File: src/rtl/mmio_fifo_ctrl_pkg.sv
// Shared register map, STATUS/CTRL bit positions and the STATUS word layout
// for the MMIO-mapped word FIFO controller.
package mmio_fifo_pkg;

    localparam logic [15:0] OFF_DATA   = 16'd0;
    localparam logic [15:0] OFF_PEEK   = 16'd2;
    localparam logic [15:0] OFF_STATUS = 16'd4;
    localparam logic [15:0] OFF_CTRL   = 16'd6;

    localparam int ST_COUNT_LSB = 0;
    localparam int ST_COUNT_W   = 9;
    localparam int ST_EMPTY     = 16;
    localparam int ST_FULL      = 17;
    localparam int ST_OVF       = 18;
    localparam int ST_UDF       = 19;

    localparam int CTRL_FLUSH = 0;
    localparam int CTRL_CLR   = 1;

    // Field order mirrors the STATUS bit positions above, LSB last.
    typedef struct packed {
        logic [11:0] rsvd_hi;
        logic        udf;
        logic        ovf;
        logic        full;
        logic        empty;
        logic [6:0]  rsvd_lo;
        logic [8:0]  count;
    } t_fifo_status;

endpackage

File: src/rtl/mmio_fifo_ctrl_if.sv
// Host MMIO request/response bundle; master is the host side, slave the FIFO controller.
interface mmio_fifo_ctrl_if #(
    parameter int WIDTH = 64
);
    logic             mmio_wr_valid;
    logic             mmio_rd_valid;
    logic [15:0]      mmio_addr;
    logic [8:0]       mmio_tid;
    logic [WIDTH-1:0] mmio_wr_data;
    logic             rsp_valid;
    logic [8:0]       rsp_tid;
    logic [WIDTH-1:0] rsp_data;

    modport master (
        output mmio_wr_valid, mmio_rd_valid, mmio_addr, mmio_tid, mmio_wr_data,
        input  rsp_valid, rsp_tid, rsp_data
    );

    modport slave (
        input  mmio_wr_valid, mmio_rd_valid, mmio_addr, mmio_tid, mmio_wr_data,
        output rsp_valid, rsp_tid, rsp_data
    );
endinterface

File: src/rtl/mmio_fifo_ctrl_fifo_mem.sv
// FIFO storage: one synchronous write port, asynchronous read at the read pointer.
module fifo_mem #(
    parameter int DEPTH = 8,
    parameter int WIDTH = 64
) (
    input  logic                     clk,
    input  logic                     i_we,
    input  logic [$clog2(DEPTH)-1:0] i_wr_ptr,
    input  logic [WIDTH-1:0]         i_wr_data,
    input  logic [$clog2(DEPTH)-1:0] i_rd_ptr,
    output logic [WIDTH-1:0]         o_rd_data
);
    logic [WIDTH-1:0] r_mem [DEPTH];

    // Contents need no reset: a flush or reset empties the FIFO via count.
    always_ff @(posedge clk) begin
        if (i_we) r_mem[i_wr_ptr] <= i_wr_data;
    end

    assign o_rd_data = r_mem[i_rd_ptr];
endmodule

File: src/rtl/mmio_fifo_ctrl.sv
// MMIO CSR decode, pointer/count/flag sequencing and 1-cycle read response
// for a circular word FIFO.
module mmio_fifo_ctrl
    import mmio_fifo_pkg::*;
#(
    parameter int          DEPTH = 8,
    parameter int          WIDTH = 64,
    parameter logic [15:0] BASE  = 16'h0020
) (
    input  logic              clk,
    input  logic              rst,
    mmio_fifo_ctrl_if.slave   bus
);
    localparam int            AW       = $clog2(DEPTH);
    localparam logic [AW:0]   FULL_CNT = (AW+1)'(DEPTH);

    logic [AW-1:0]    r_rd_ptr, r_wr_ptr;
    logic [AW:0]      r_count;
    logic             r_ovf, r_udf;
    logic             r_rsp_valid;
    logic [8:0]       r_rsp_tid;
    logic [WIDTH-1:0] r_rsp_data;

    logic             w_hit_data, w_hit_peek, w_hit_stat, w_hit_ctrl, w_rd_hit;
    logic             w_empty, w_full, w_push, w_pop, w_flush, w_clr;
    logic             w_ovf_set, w_udf_set;
    logic [WIDTH-1:0] w_head, w_rsp_data;
    t_fifo_status     w_status;

    assign w_hit_data = (bus.mmio_addr == BASE + OFF_DATA);
    assign w_hit_peek = (bus.mmio_addr == BASE + OFF_PEEK);
    assign w_hit_stat = (bus.mmio_addr == BASE + OFF_STATUS);
    assign w_hit_ctrl = (bus.mmio_addr == BASE + OFF_CTRL);
    assign w_rd_hit   = bus.mmio_rd_valid & (w_hit_data | w_hit_peek | w_hit_stat | w_hit_ctrl);

    assign w_empty = (r_count == '0);
    assign w_full  = (r_count == FULL_CNT);

    // Push and pop both see start-of-cycle state; a pop frees the slot a
    // simultaneous push on a full FIFO needs.
    assign w_pop     = bus.mmio_rd_valid & w_hit_data & ~w_empty;
    assign w_push    = bus.mmio_wr_valid & w_hit_data & (~w_full | w_pop);
    assign w_ovf_set = bus.mmio_wr_valid & w_hit_data & ~w_push;
    assign w_udf_set = bus.mmio_rd_valid & w_hit_data & w_empty;
    assign w_flush   = bus.mmio_wr_valid & w_hit_ctrl & bus.mmio_wr_data[CTRL_FLUSH];
    assign w_clr     = bus.mmio_wr_valid & w_hit_ctrl & bus.mmio_wr_data[CTRL_CLR];

    always_comb begin
        w_status       = '0;
        w_status.count = 9'(r_count);
        w_status.empty = w_empty;
        w_status.full  = w_full;
        w_status.ovf   = r_ovf;
        w_status.udf   = r_udf;
    end

    always_comb begin
        w_rsp_data = '0;
        if (w_hit_data | w_hit_peek) w_rsp_data = w_empty ? '0 : w_head;
        else if (w_hit_stat)         w_rsp_data = WIDTH'(w_status);
    end

    fifo_mem #(.DEPTH(DEPTH), .WIDTH(WIDTH)) u_mem (
        .clk       (clk),
        .i_we      (w_push & ~w_flush),
        .i_wr_ptr  (r_wr_ptr),
        .i_wr_data (bus.mmio_wr_data),
        .i_rd_ptr  (r_rd_ptr),
        .o_rd_data (w_head)
    );

    always_ff @(posedge clk) begin
        if (rst) begin
            r_rd_ptr    <= '0;
            r_wr_ptr    <= '0;
            r_count     <= '0;
            r_ovf       <= 1'b0;
            r_udf       <= 1'b0;
            r_rsp_valid <= 1'b0;
            r_rsp_tid   <= '0;
            r_rsp_data  <= '0;
        end else begin
            r_rsp_valid <= w_rd_hit;
            if (w_rd_hit) begin
                r_rsp_tid  <= bus.mmio_tid;
                r_rsp_data <= w_rsp_data;
            end

            if (w_flush) begin
                r_rd_ptr <= '0;
                r_wr_ptr <= '0;
                r_count  <= '0;
            end else begin
                if (w_push) r_wr_ptr <= r_wr_ptr + 1'b1;
                if (w_pop)  r_rd_ptr <= r_rd_ptr + 1'b1;
                case ({w_push, w_pop})
                    2'b10:   r_count <= r_count + 1'b1;
                    2'b01:   r_count <= r_count - 1'b1;
                    default: ;
                endcase
            end

            // A set in the same cycle as a clear takes priority.
            if (w_ovf_set)  r_ovf <= 1'b1;
            else if (w_clr) r_ovf <= 1'b0;
            if (w_udf_set)  r_udf <= 1'b1;
            else if (w_clr) r_udf <= 1'b0;
        end
    end

    assign bus.rsp_valid = r_rsp_valid;
    assign bus.rsp_tid   = r_rsp_tid;
    assign bus.rsp_data  = r_rsp_data;
endmodule

File: src/flat_wrapper.sv
// flat-port wrapper written by rule: the top's interface ports become plain ports
module mmio_fifo_ctrl_flat import mmio_fifo_pkg::*;
#(
    parameter int          DEPTH = 8,
    parameter int          WIDTH = 64,
    parameter logic [15:0] BASE  = 16'h0020
)
  (clk, rst, bus_mmio_wr_valid, bus_mmio_rd_valid, bus_mmio_addr, bus_mmio_tid, bus_mmio_wr_data, bus_rsp_valid, bus_rsp_tid, bus_rsp_data);
  mmio_fifo_ctrl_if #(.WIDTH(WIDTH)) bus_i ();
  input  logic clk;
  input  logic rst;
  input wire logic [$bits(bus_i.mmio_wr_valid)-1:0] bus_mmio_wr_valid;
  input wire logic [$bits(bus_i.mmio_rd_valid)-1:0] bus_mmio_rd_valid;
  input wire logic [$bits(bus_i.mmio_addr)-1:0] bus_mmio_addr;
  input wire logic [$bits(bus_i.mmio_tid)-1:0] bus_mmio_tid;
  input wire logic [$bits(bus_i.mmio_wr_data)-1:0] bus_mmio_wr_data;
  output wire logic [$bits(bus_i.rsp_valid)-1:0] bus_rsp_valid;
  output wire logic [$bits(bus_i.rsp_tid)-1:0] bus_rsp_tid;
  output wire logic [$bits(bus_i.rsp_data)-1:0] bus_rsp_data;
  assign bus_i.mmio_wr_valid = bus_mmio_wr_valid;
  assign bus_i.mmio_rd_valid = bus_mmio_rd_valid;
  assign bus_i.mmio_addr = bus_mmio_addr;
  assign bus_i.mmio_tid = bus_mmio_tid;
  assign bus_i.mmio_wr_data = bus_mmio_wr_data;
  assign bus_rsp_valid = bus_i.rsp_valid;
  assign bus_rsp_tid = bus_i.rsp_tid;
  assign bus_rsp_data = bus_i.rsp_data;
  mmio_fifo_ctrl #(.DEPTH(DEPTH), .WIDTH(WIDTH), .BASE(BASE)) u_core (.clk(clk), .rst(rst), .bus(bus_i));
endmodule
File: config.mk
export PLATFORM = sky130hd
export DESIGN_NAME = mmio_fifo_ctrl_flat
export DESIGN_NICKNAME = d
export VERILOG_FILES = /design/src/rtl/mmio_fifo_ctrl_pkg.sv /design/src/rtl/mmio_fifo_ctrl_if.sv /design/src/rtl/mmio_fifo_ctrl_fifo_mem.sv /design/src/rtl/mmio_fifo_ctrl.sv /design/src/flat_wrapper.sv
export SDC_FILE = /design/constraint.sdc
export NUM_CORES = 1
export LEC_CHECK = 0
export ABC_CLOCK_PERIOD_IN_PS = 7000
export BUFFER_PORTS_ARGS = -buffer_cell sky130_fd_sc_hd__clkbuf_2
export CORE_UTILIZATION = 50
export CTS_CLUSTER_SIZE = 12
export DETAILED_ROUTE_END_ITERATION = 10
export MAX_ROUTING_LAYER = met4
export PLACE_DENSITY = 0.71
export SETUP_SLACK_MARGIN = 0.3
export SLEW_MARGIN = 40
export SYNTH_ARGS = -nofsm -noshare
export SYNTH_HDL_FRONTEND = slang
export SYNTH_SLANG_ARGS = --single-unit
export TNS_END_PERCENT = 5
File: constraint.sdc
create_clock -name clk -period 7 [get_ports clk]
set_clock_uncertainty 0.2 [all_clocks]
set_input_delay 0.7 -clock clk [delete_from_list [all_inputs] [get_ports clk]]
set_output_delay 0.7 -clock clk [all_outputs]
set_load 0.05 [all_outputs]
==> results.cfg <==
[synth]
synth_cell_types = 44
synth_simple_gate_area_share_pct = 2.366
netlist_instances = 1057
syn_nets = 1155
yosysSeqAreaShare_pct = 75.81
async_flop_share_pct = 0
synth_edf_count = 512
synth_area_per_cell_um2 = 21.41
synth-compound-area-share_pct = 4.240
synth_area_mm2 = 0.02263
synth-xor-area-share_pct = 0.2322
synth_flop_cell = edfxtp_1
synth_seq_cells = 601
ys_warn_count = 0
synth.area.mux_share_pct = 15.70
synth_fa_ha_area_share_pct = 0.3096
synth_top_family_by_area = multiplexers

[placed_design]
gp_congestion = 0.8074
place_area_mm2 = 0.02428
hpwl_um = 25610
port_buffers = 166

[grt]
overflow = 0
grt_pass1_wl_um = 67850
first_global_vias = 11220
grt_usage_pct = 20.12
antenna_found_initial = 2
grt_max_degree = 74

[sta]
setup_violations = 0
slew_violations = 0
worst_pin_slew_ns = 0.8058
tns_ns = 0
rsz0062_at_grt = false
max_freq_mhz = 296.0
hold_viol = 0
slew_headroom_pct = 46.28
period_share_pct = 48.27
period_needed_ns = 3.379

[route]
drc = 0
drtPass1Iterations = 5
route.vias.total = 10750
drt-vias-per-instance = 5.671
drt_iter0_markers = 996
wire_per_inst_um = 23.37
antenna_left = 0
routed_wl_um = 44290

[cts]
clk_pin_slew_worst_paths_ns = 0.06
postCtsSetupRepairBufs = 0
cts_hold_buf = 0
post_cts_resized = 0
cts_tree = yes
clk_latency_ns = 0.62
htree_levels = 2
cts_root_buffer = clkbuf_16
numCtsBuffers = 59
clockBufferDepth = 3
cts_sinks = 601

[flow_run]
cap_viol_max_count = 0

[setup_path]
cp.arrival_ns = 3.42
path_class = reg -> reg
slowest_delay_ns = 0.63
crit_chain = or3_1 > o31a_1 > nor4b_1 > nand2_1 > nor2_4 > buf_4
slowest_stage = buf_4
crit_required_ns = 7.04
end_kind = flop
path_max_fanout = 39
crit_family = simple AND/OR/NAND/NOR gates
path_buf_inv = 1
critPathLaunchType = flop

[floorplan]
core_area_mm2 = 0.04441
rows = 77
die_area_mm2 = 0.04612
chipWidth_um = 214.8
io_pins = 167
die_y_um = 214.8
start_util_pct = 50.96

[layout]
postLayoutCellArea_mm2 = 0.02617
layout_commonest_cell = edfxtp_1
layout_common_cells = edfxtp_1 (512), clkbuf_2 (166), mux4_2 (128), dfxtp_1 (86), clkbuf_16 (60)
drive_above_1_share_pct = 35.13
syn2layout_area_growth_pct = 15.62
nNetsFinal = 1348

[power]
leakagePower_nw = 8.284
power_density_mw_per_mm2 = 267.4
irDropWorstVdd_mv = 0.2149

[outcome]
outcome = complete, no violations

[min_path]
hold_class = in -> reg
## Yosys cell counts, drive strengths merged (5+ instances only)
cell type	count	share of area (%)
a21oi	16	0.35
a221oi	6	0.23
buf	32	0.83
clkbuf	25	0.41
dfxtp	89	7.9
edfxtp	512	68
inv	6	0.10
mux2	8	0.40
mux2i	58	2.6
mux4	128	13
nand2	28	0.46
nor2	29	0.48
nor3	16	0.38
o2bb2ai	56	3.3
or3	5	0.14
## state kept, by name, indices dropped and copies added, names as in the netlist, named ones only
register              flops
u_core.bus.rsp_data      64
u_core.r_ovf              1
u_core.r_count            4
u_core.r_wr_ptr           3
u_core.bus.rsp_valid      1
u_core.bus.rsp_tid        9
u_core.r_rd_ptr           3
u_core.u_mem.r_mem      512
u_core.r_udf              1
## worst register-to-register path, delay by kind of cell (launching register included)
family	cells	cell delay, ns
flip-flops	1	0.48
AO/OA/AOI/OAI	1	0.21
AND/OR/NAND/NOR	4	1.46
buffers and inverters	1	0.63
## cell families (layout without fill, tap and decap cells)
family | count (synthesis) | in the layout
simple gates | 99 | 99
xor+xnor | 6 | 6
other cells | 0 | 2
buf+inv | 63 | 307
compound gates | 89 | 89
flops | 601 | 601
fa+ha+maj | 5 | 5
mux | 194 | 194
## where the power goes
| part | switching, mW | internal [mW] | total [mW] |
|---|---|---|---|
| clock | 1.28 | 1.76 | 3.03 |
| combinational | 0.0638 | 0.0235 | 0.0874 |
| sequential | 0.00000316 | 3.88 | 3.88 |
## layout make-up
| type | count | area [um^2] |
|---|---|---|
| sequential | 601 | 17170 |
| multi-input combinational | 393 | 5240 |
| tap | 592 | 740.7 |
| inverter | 6 | 22.52 |
| timing repair buffer | 189 | 1137 |
| clock inverter | 9 | 152.6 |
| clock buffer | 103 | 1702 |
| antenna | 2 | 5.005 |
| fill | 3167 | 18250 |
## through the flow
stage	worst slack, ns	total power [mW]	std cells	util (%)	hold slack, ns
floorplan	0.06382	3.970	1057	-	0.2320
global placement	2.709	4.034	1774	54.37	0.2432
detailed placement	3.101	4.039	1780	54.68	0.2479
CTS	3.555	7.065	1892	58.85	0.06904
global route	3.421	7.206	1895	58.92	0.09808
finish	3.621	6.996	1895	58.92	0.1071
## routing by layer
layer | part of all wire, % | vias up | track usage [%]
li1 | - | 4775 | -
met1 | 42 | 5620 | 26.52
met2 | 51 | 283 | 32.29
met3 | 4.8 | 68 | 3.114
met4 | 2.4 | 0 | 6.643
met5 | 0 | - | -
## path summary, 6_finish.rpt
| check | from | to | slack (ns) | depth (start not counted) |
|---|---|---|---|---|
| worst max-delay path | u_core.r_count[0] | u_core.u_mem.r_mem[3][51] | 3.62 | 6 |
| worst min-delay path | bus_mmio_tid[0] | u_core.bus.rsp_tid[0] | 0.11 | 3 |
| worst max register to register | u_core.r_count[0] | u_core.u_mem.r_mem[3][51] | 3.62 | 6 |
| worst min register to register | u_core.bus.rsp_tid[4] | u_core.bus.rsp_tid[4] | 0.25 | 2 |
No activity file was read; power rests on OpenSTA's default activity.
